### config.mk
export PLATFORM = sky130hd
export DESIGN_NAME = ex_div
export DESIGN_NICKNAME = d
export VERILOG_FILES = /design/src/rtl/ex_div.sv
export SDC_FILE = /design/constraint.sdc
export NUM_CORES = 1
export LEC_CHECK = 0
export ABC_AREA = 1
export BUFFER_PORTS_ARGS = -buffer_cell sky130_fd_sc_hd__buf_2
export CAP_MARGIN = 20
export CORE_MARGIN = 2
export CORE_UTILIZATION = 30
export CTS_BUF_LIST = sky130_fd_sc_hd__clkbuf_8
export DETAILED_ROUTE_END_ITERATION = 8
export SLEW_MARGIN = 20
export SYNTH_ARGS = -nofsm -noshare
export SYNTH_HDL_FRONTEND = slang
export SYNTH_SLANG_ARGS = --single-unit
### constraint.sdc
create_clock -name clk -period 3.7 [get_ports clk]
set_input_delay 0.555 -clock clk [delete_from_list [all_inputs] [get_ports clk]]
set_output_delay 0.555 -clock clk [all_outputs]
set_load 0.01 [all_outputs]
### src/rtl/ex_div.sv
// ex_div: multi-cycle radix-2 restoring divider for the execute stage.
// Returns {remainder, quotient}. Signed mode divides magnitudes, then fixes signs.
module ex_div #(
    parameter int unsigned WIDTH = 32
) (
    input  logic                 clk,
    input  logic                 rst,
    input  logic                 signed_div_i,
    input  logic [WIDTH-1:0]     opdata1_i,
    input  logic [WIDTH-1:0]     opdata2_i,
    input  logic                 start_i,
    input  logic                 annul_i,
    output logic [2*WIDTH-1:0]   result_o,
    output logic                 ready_o
);

    localparam int unsigned W  = WIDTH;
    localparam int unsigned WW = 2 * WIDTH + 1;
    localparam int unsigned CW = $clog2(WIDTH + 1);

    typedef enum logic [1:0] {
        S_FREE,
        S_BYZERO,
        S_ON,
        S_END
    } state_t;

    state_t            state_q, state_d;
    logic [CW-1:0]     cnt_q, cnt_d;
    logic [WW-1:0]     work_q, work_d;
    logic [W-1:0]      divisor_q, divisor_d;
    logic              neg_quo_q, neg_quo_d;
    logic              neg_rem_q, neg_rem_d;
    logic [2*W-1:0]    result_q, result_d;
    logic              ready_q, ready_d;

    logic [W-1:0]      dividend_mag;
    logic [W-1:0]      divisor_mag;
    logic [W:0]        diff;
    logic [W-1:0]      quo_raw;
    logic [W-1:0]      rem_raw;
    logic [W-1:0]      quo_fix;
    logic [W-1:0]      rem_fix;

    // Operand magnitudes, trial subtraction and sign-corrected results.
    always_comb begin
        dividend_mag = (signed_div_i && opdata1_i[W-1]) ? (W'(0) - opdata1_i) : opdata1_i;
        divisor_mag  = (signed_div_i && opdata2_i[W-1]) ? (W'(0) - opdata2_i) : opdata2_i;
        diff         = {1'b0, work_q[2*W-1:W]} - {1'b0, divisor_q};
        quo_raw      = work_q[W-1:0];
        rem_raw      = work_q[2*W:W+1];
        quo_fix      = neg_quo_q ? (W'(0) - quo_raw) : quo_raw;
        rem_fix      = neg_rem_q ? (W'(0) - rem_raw) : rem_raw;
    end

    // Next-state and next-output logic; annul outranks every state action.
    always_comb begin
        state_d   = state_q;
        cnt_d     = cnt_q;
        work_d    = work_q;
        divisor_d = divisor_q;
        neg_quo_d = neg_quo_q;
        neg_rem_d = neg_rem_q;
        result_d  = result_q;
        ready_d   = ready_q;

        if (annul_i && (state_q != S_FREE)) begin
            state_d  = S_FREE;
            cnt_d    = '0;
            ready_d  = 1'b0;
            result_d = '0;
        end else begin
            unique case (state_q)
                S_FREE: begin
                    ready_d  = 1'b0;
                    result_d = '0;
                    cnt_d    = '0;
                    if (start_i && !annul_i) begin
                        work_d    = {W'(0), dividend_mag, 1'b0};
                        divisor_d = divisor_mag;
                        neg_quo_d = signed_div_i && (opdata1_i[W-1] ^ opdata2_i[W-1]);
                        neg_rem_d = signed_div_i && opdata1_i[W-1];
                        state_d   = (opdata2_i == W'(0)) ? S_BYZERO : S_ON;
                    end
                end
                S_BYZERO: begin
                    // Answer on the second edge after acceptance; cnt marks the first.
                    if (cnt_q == CW'(0)) begin
                        cnt_d = CW'(1);
                    end else begin
                        cnt_d    = '0;
                        result_d = '0;
                        ready_d  = 1'b1;
                        state_d  = S_END;
                    end
                end
                S_ON: begin
                    if (cnt_q != CW'(W)) begin
                        if (diff[W]) begin
                            work_d = {work_q[2*W-1:0], 1'b0};
                        end else begin
                            work_d = {diff[W-1:0], work_q[W-1:0], 1'b1};
                        end
                        cnt_d = cnt_q + CW'(1);
                    end else begin
                        result_d = {rem_fix, quo_fix};
                        ready_d  = 1'b1;
                        cnt_d    = '0;
                        state_d  = S_END;
                    end
                end
                S_END: begin
                    if (!start_i) begin
                        ready_d  = 1'b0;
                        result_d = '0;
                        state_d  = S_FREE;
                    end
                end
                default: begin
                    state_d = S_FREE;
                end
            endcase
        end
    end

    // State and datapath registers with synchronous reset.
    always_ff @(posedge clk) begin
        if (rst) begin
            state_q   <= S_FREE;
            cnt_q     <= '0;
            work_q    <= '0;
            divisor_q <= '0;
            neg_quo_q <= 1'b0;
            neg_rem_q <= 1'b0;
            result_q  <= '0;
            ready_q   <= 1'b0;
        end else begin
            state_q   <= state_d;
            cnt_q     <= cnt_d;
            work_q    <= work_d;
            divisor_q <= divisor_d;
            neg_quo_q <= neg_quo_d;
            neg_rem_q <= neg_rem_d;
            result_q  <= result_d;
            ready_q   <= ready_d;
        end
    end

    assign result_o = result_q;
    assign ready_o  = ready_q;

endmodule
==> flow_metrics.py, run 1 <==
metrics = {
    "sta": {
        "finClkSkew_ns": 0.0161,
        "fin_crit_ns": 2.66,
        "fin_setup_tns_ns": 0,
        "final_max_slew_viol_count": 0,
        "finalSetupViolCount": 0,
        "maxSlewHeadroom_pct": 40.9,
        "worstMarginPinSlew_ns": 0.886,
        "fmax_mhz": 376,
        "hold_viol_final": 0,
        "min_period_over_period_pct": 71.9,
        "rsz0062_at_grt": "false",
    },
    "hold_path": {
        "hold-path-endpoint": "divisor_q[0]",
        "hold_path.class": "input pin to register",
        "min_from": "opdata2_i[0]",
        "whs_path_depth": 3,
    },
    "floorplanning": {
        "die_h_um": 212,
        "io_pins": 134,
        "num_rows": 76,
        "die_w_um": 212,
        "die_area_um2": 45100,
        "start_util_pct": 30.3,
        "core_area_um2": 43000,
    },
    "yosys": {
        "synthFlopType": "dfxtp_1",
        "yosysUniqueCellTypes": 46,
        "ys_seq_area_share_pct": 26.4,
        "synthDominantCellAreaShare_pct": 26.4,
        "synth_edf_count": 0,
        "synth_mux_area_share_pct": 0,
        "syn-cell-area_um2": 13000,
        "synth-simple-area-share_pct": 36.6,
        "ys.warnings.count": 0,
        "synth-compound-area-share_pct": 15.8,
        "syn_nets": 2313,
        "yosys-top-cells-area": "dfxtp_1, nand2_1, inv_1, a21oi_1, nand3_1",
        "async_reset_ff_share_pct": 0,
        "synth_fa_ha_area_share_pct": 4.38,
        "synth_top_family_by_area": "simple AND/OR/NAND/NOR gates",
        "synth_largest_area_cell": "dfxtp_1",
        "post_synth.cell_area_avg_um2": 5.93,
        "synth_xor_area_share_pct": 4.10,
        "syn_inst": 2199,
        "yosys_register_bits": 172,
    },
    "cells_and_area": {
        "drive_above_1_share_pct": 9.70,
        "fillers": 4911,
        "postLayoutCoreUtil_pct": 33.9,
        "fin_area_um2": 14600,
        "multi_input_area_um2": 7940,
        "seq_area_um2": 3440,
        "area_growth_pct": 11.9,
        "nets": 2399,
    },
    "placed_design": {
        "io_buffers": 133,
        "post_dp_cell_area_um2": 14100,
        "gp_congestion": 0.954,
        "dp_hpwl_mm": 34.4,
    },
    "worst_setup_path": {
        "crit_cells": 14,
        "arrival_ns": 3.11,
        "r2r-end": "work_q[34]",
        "critPathMaxStageDelay_ns": 0.40,
        "worst_path_max_delay_cell": "fa_1",
        "r2r-start": "work_q[32]",
        "cp-start-kind": "register",
        "crit_family": "simple AND/OR/NAND/NOR gates",
        "crit_type": "register to register",
        "cp_num_buf_inv": 1,
        "reg2reg_depth": 14,
        "crit_required_ns": 4.14,
        "path_max_fanout": 33,
        "reg2reg_slack_ns": 1.04,
        "crit_chain": "inv_1 > ha_1 > fa_1 > o21ai_0 > nand3_1 > nand2_2 > nand2_2 > nand2_2 > nand2_4 > nand2_4 > nand2_1 > o21ai_0 > nand2_1 > a21oi_1",
        "setup.worst_path.end_class": "register",
        "crit_top_cell": "nand2_2",
    },
    "route": {
        "finalWirelength_mm": 43.2,
        "routed_via_density": 4.80,
        "drc": 0,
        "ant_nets": 0,
        "dr.pass1.iters": 5,
        "drt_first_iter_violations": 1044,
        "detail_route.wl_per_cell_um": 15.0,
        "dr_total_vias": 13852,
    },
    "cts": {
        "post-cts-setup-buffers": 0,
        "cts_root_buffer": "clkbuf_8",
        "cts_resized": 0,
        "path_clk_slew_ns": 0.10,
        "cts_made_buffers": 17,
        "clockBufferDepth": 2,
        "htree_num_levels": 4,
        "cts_tree": "built",
        "cts_hold_buf": 0,
        "clkSinkCount": 172,
        "clk_latency_ns": 0.52,
    },
    "flow_run": {
        "maxCapViolCount": 0,
    },
    "grt": {
        "grt_start_max_net_pins": 69,
        "grt_pass1_wl_mm": 67.9,
        "antenna_found_initial": 5,
        "grt_overflow_total": 0,
        "grt_pass1_vias": 12499,
        "grt.total_usage_pct": 19.1,
    },
    "power_and_ir_drop": {
        "power_density_nw_per_um2": 502,
        "leakagePower_uw": 0.00720,
        "ir_worst_vdd_mv": 0.264,
    },
    "run_status": {
        "outcome": "complete, no violations",
    },
}
placed cells by master, fill, tap and decap left out, types with 3 or more instances in the layout:
| master | count |
|---|---|
| nor2_2 | 5 |
| a21oi_2 | 4 |
| o21ai_2 | 6 |
| nor3_2 | 3 |
| inv_1 | 328 |
| and2_1 | 3 |
| buf_4 | 12 |
| buf_2 | 133 |
| a22oi_1 | 7 |
| nor3_1 | 19 |
| bufinv_16 | 4 |
| or2_2 | 3 |
| clkbuf_8 | 17 |
| o221ai_1 | 3 |
| a21oi_1 | 219 |
| nand4_1 | 29 |
| ha_1 | 44 |
| dfxtp_1 | 172 |
| nor2_1 | 184 |
| xor2_1 | 43 |
| o211ai_1 | 13 |
| nand3_1 | 218 |
| o21ai_0 | 112 |
| o31ai_1 | 4 |
| nand2_2 | 8 |
| inv_2 | 5 |
| inv_6 | 5 |
| nand3b_1 | 11 |
| nand2_4 | 3 |
| xnor2_1 | 18 |
| o21ai_1 | 10 |
| nand2_1 | 627 |
worst reg2reg max path, cell delays in order (launching register included):
cell and delay, ns:
dfxtp_1 0.34, inv_1 0.07, ha_1 0.21, fa_1 0.40, o21ai_0 0.18, nand3_1 0.11
nand2_2 0.12, nand2_2 0.07, nand2_2 0.08, nand2_4 0.23, nand2_4 0.39, nand2_1 0.13
o21ai_0 0.09, nand2_1 0.07, a21oi_1 0.12
synth_stat cells, types with 3 or more instances:
master / instances
o211ai_1: 13
dfxtp_1: 172
nand3b_1: 11
buf_6: 6
o21ai_1: 10
nand2_4: 3
clkbuf_1: 42
nand4_1: 29
nor2_2: 5
or2_2: 3
nor3_2: 4
ha_1: 44
a21oi_1: 219
inv_1: 328
a21oi_2: 4
nand2_1: 627
o31ai_1: 4
buf_2: 22
xnor2_1: 18
nand3_1: 218
o221ai_1: 3
nor3_1: 19
inv_2: 5
buf_4: 5
o21ai_0: 112
a22oi_1: 7
nor2_1: 184
o21ai_2: 6
nand2_2: 8
buf_1: 3
and2_1: 3
xor2_1: 43
worst max-delay path by stage:
stage                             from         end  slack [ns]
final                       work_q[32]  work_q[34]        1.04
after global routing        work_q[46]  work_q[57]        0.82
after CTS                   work_q[32]  work_q[34]        1.04
after detailed placement  signed_div_i  work_q[15]        1.00
after global placement    signed_div_i  work_q[15]        1.08
after floorplan             work_q[32]  work_q[45]        1.66
layout make-up:
cell class | count | area share, %
Multi-Input combinational cell | 1612 | 54.4
Sequential cell | 172 | 23.6
Inverter | 337 | 8.72
Timing Repair Buffer | 145 | 5.18
Tap cell | 585 | 5.02
Clock buffer | 17 | 1.60
Clock inverter | 15 | 1.42
Antenna cell | 1 | 0.0172
layer usage:
layer | vias up | global-route usage [%] | wire length [µm]
met3 | 48 | 2.94 | 2420
li1 | 7233 | - | -
met2 | 350 | 26.8 | 17000
met5 | - | 0 | 40
met4 | 8 | 4.46 | 596
met1 | 6213 | 29.8 | 23100
cell families after synthesis:
family | Yosys count
simple gates | 1122
compound gates | 384
buf+inv | 415
fa+ha+maj | 45
xor+xnor | 61
flops | 172
registers in the layout, summed over array words and instances (netlist names):
| signal | count |
|---|---|
| neg_rem_q | 1 |
| ready_o | 1 |
| result_o | 64 |
| work_q | 65 |
| divisor_q | 32 |
| state_q | 2 |
| cnt_q | 6 |
| neg_quo_q | 1 |
stage by stage:
| stage | hold slack (ns) | setup slack, ns | cells | power (µW) |
|---|---|---|---|---|
| floorplan | 0.445 | 1.66 | 2199 | 4890 |
| global placement | 0.450 | 1.08 | 2851 | 5770 |
| detailed placement | 0.454 | 1.00 | 2851 | 5790 |
| CTS | 0.310 | 1.04 | 2883 | 7340 |
| global route | 0.351 | 0.820 | 2884 | 7900 |
| finish | 0.334 | 1.04 | 2884 | 7330 |
power by group:
part	internal, µW	switching, µW	leakage [µW]	total, µW
Combinational	1010	2490	0.00558	3500
Sequential	2080	218	0.00140	2300
Clock	747	787	0.000221	1530
(Power assumes the default switching activity.)
==> run 2, diff against run 1 <==
clock period = 2.7 ns   (was 3.7 ns; I/O delays follow)
==> run 2 against run 1 <==
Net effect:
- cell area is 1.2% higher
- die area stayed put
- via count is 0.45% higher
- wire length is 2.3% higher
- first-iteration DRC count is 4.4% higher
- sequential cell count stayed put
- largest power group unchanged
- highest routed layer unchanged
- register-to-register slack worse by 0.86 ns
- count of clock-buffer cells in the layout stayed put
- combinational power is 40% higher
- fmax is 5.6% higher
- worst setup slack worse by 0.86 ns
==> flow_metrics.py, run 2 (synthesis results as in run 1) <==
metrics = {
    "route": {
        "ant_nets": 0,
        "routed_via_density": 4.79,
        "drt_first_iter_violations": 1090,
        "finalWirelength_mm": 44.2,
        "dr_total_vias": 13915,
        "dr.pass1.iters": 6,
        "drc": 0,
        "detail_route.wl_per_cell_um": 15.2,
    },
    "cts": {
        "cts_tree": "built",
        "cts_resized": 0,
        "cts_made_buffers": 17,
        "clkSinkCount": 172,
        "post-cts-setup-buffers": 0,
        "path_clk_slew_ns": 0.11,
        "clockBufferDepth": 2,
        "clk_latency_ns": 0.51,
        "cts_hold_buf": 0,
        "htree_num_levels": 4,
        "cts_root_buffer": "clkbuf_8",
    },
    "sta": {
        "fin_setup_tns_ns": 0,
        "fmax_mhz": 397,
        "finalSetupViolCount": 0,
        "maxSlewHeadroom_pct": 52.3,
        "fin_crit_ns": 2.52,
        "finClkSkew_ns": 0.0143,
        "worst_slack_ns": 0.181,
        "worstMarginPinSlew_ns": 0.709,
        "final_max_slew_viol_count": 0,
        "min_period_over_period_pct": 93.3,
        "hold_viol_final": 0,
        "rsz0062_at_grt": "false",
    },
    "power_and_ir_drop": {
        "pwr-share-comb_pct": 48.6,
        "ir_worst_vdd_mv": 0.430,
        "p_switching_uw": 4910,
        "leakagePower_uw": 0.00731,
        "power_density_nw_per_um2": 682,
        "p_clk_share_pct": 20.2,
        "p_sw_share_pct": 48.7,
        "seqPwrFrac_pct": 31.1,
        "power.internal_uw": 5170,
    },
    "placed_design": {
        "gp_congestion": 0.941,
        "post_dp_cell_area_um2": 14300,
        "dp_hpwl_mm": 35.2,
        "dp_slack_ns": 0.183,
        "io_buffers": 133,
        "placedCellCount": 2872,
    },
    "floorplanning": {
        "die_area_um2": 45100,
        "core_area_um2": 43000,
        "io_pins": 134,
        "start_util_pct": 30.3,
        "die_h_um": 212,
        "num_rows": 76,
        "die_w_um": 212,
    },
    "hold_path": {
        "hold_path.class": "input pin to register",
    },
    "worst_setup_path": {
        "setup.worst_path.end_class": "register",
        "crit_chain": "ha_1 > nand2_1 > nand2_1 > a21oi_1 > nand2_2 > nand2_2 > nand2_2 > nand2_4 > buf_4 > nand3_1 > nand2_1 > inv_1 > nand2_1 > a21oi_1",
        "crit_required_ns": 3.10,
        "critPathMaxStageDelay_ns": 0.54,
        "cp_num_buf_inv": 2,
        "crit_top_cell": "nand2_1",
        "worst_path_max_delay_cell": "dfxtp_1",
        "path_max_fanout": 20,
        "crit_family": "simple AND/OR/NAND/NOR gates",
        "crit_type": "register to register",
        "cp-start-kind": "register",
        "arrival_ns": 2.92,
    },
    "cells_and_area": {
        "fillers": 4862,
        "nets": 2420,
        "final_common_cell": "nand2_1",
        "multi_input_area_um2": 7950,
        "fin_area_um2": 14800,
        "max_flop_register": "work_q",
        "drive_above_1_share_pct": 10.6,
        "seq_area_um2": 3440,
        "postLayoutCoreUtil_pct": 34.3,
        "area_growth_pct": 13.3,
        "largest_reg_flops": 65,
        "layoutNonFillerInstCount": 2906,
        "layout_common_cells": "nand2_1, inv_1, a21oi_1, nand3_1, nor2_1",
    },
    "run_status": {
        "outcome": "complete, no violations",
    },
    "grt": {
        "grt_pass1_wl_mm": 68.6,
        "grt_start_max_net_pins": 64,
        "grt.total_usage_pct": 19.4,
        "grt_overflow_total": 0,
        "antenna_found_initial": 6,
        "grt_pass1_vias": 12352,
    },
    "flow_run": {
        "maxCapViolCount": 0,
    },
}
run 2: final timing paths:
| path | startpoint | endpoint | slack (ns) | cells after the start |
|---|---|---|---|---|
| setup / recovery | work_q[37] | work_q[61] | 0.18 | 14 |
| hold / removal | opdata2_i[0] | divisor_q[0] | 0.22 | 3 |
| setup reg to reg | work_q[37] | work_q[61] | 0.18 | 14 |
| hold reg to reg | result_o[13] | result_o[13] | 0.47 | 2 |
run 2: metrics by stage:
stage | total power [µW] | hold WS, ns
finish | 10100 | 0.225
floorplan | 6700 | 0.445
detailed placement | 8020 | 0.454
CTS | 10100 | 0.188
global route | 10900 | 0.216
global placement | 8000 | 0.450
run 2: worst reg2reg max path: cells and delay by family (launching register included):
kind | cells | cell delay, ns
AO/OA/AOI/OAI | 2 | 0.23
adder cells (fa/ha/maj) | 1 | 0.37
buffers and inverters | 2 | 0.34
flip-flops | 1 | 0.54
AND/OR/NAND/NOR | 9 | 0.92
run 2: layer usage:
layer  global-route usage, %  wire length (µm)
met2                    27.5             17900
met3                    3.31              3060
met5                       0                63
met1                    30.1             22600
met4                    4.27               492
run 2: cell type report:
class,instances,share of cell area [%]
diodes,2,0.0339
flip-flops and latches,172,23.3
inverters,337,8.60
clock buffers,17,1.59
clock inverters,15,1.35
repair buffers,166,6.27
well taps,585,4.96
multi-input cells,1612,53.9
run 2: power groups by stage:
stage	clock network (µW)	registers (µW)	logic, µW
finish	2040	3140	4900
global route	2190	3180	5510
CTS	2090	3130	4850
detailed placement	0	3190	4840
global placement	0	3180	4830
floorplan	0	3110	3580
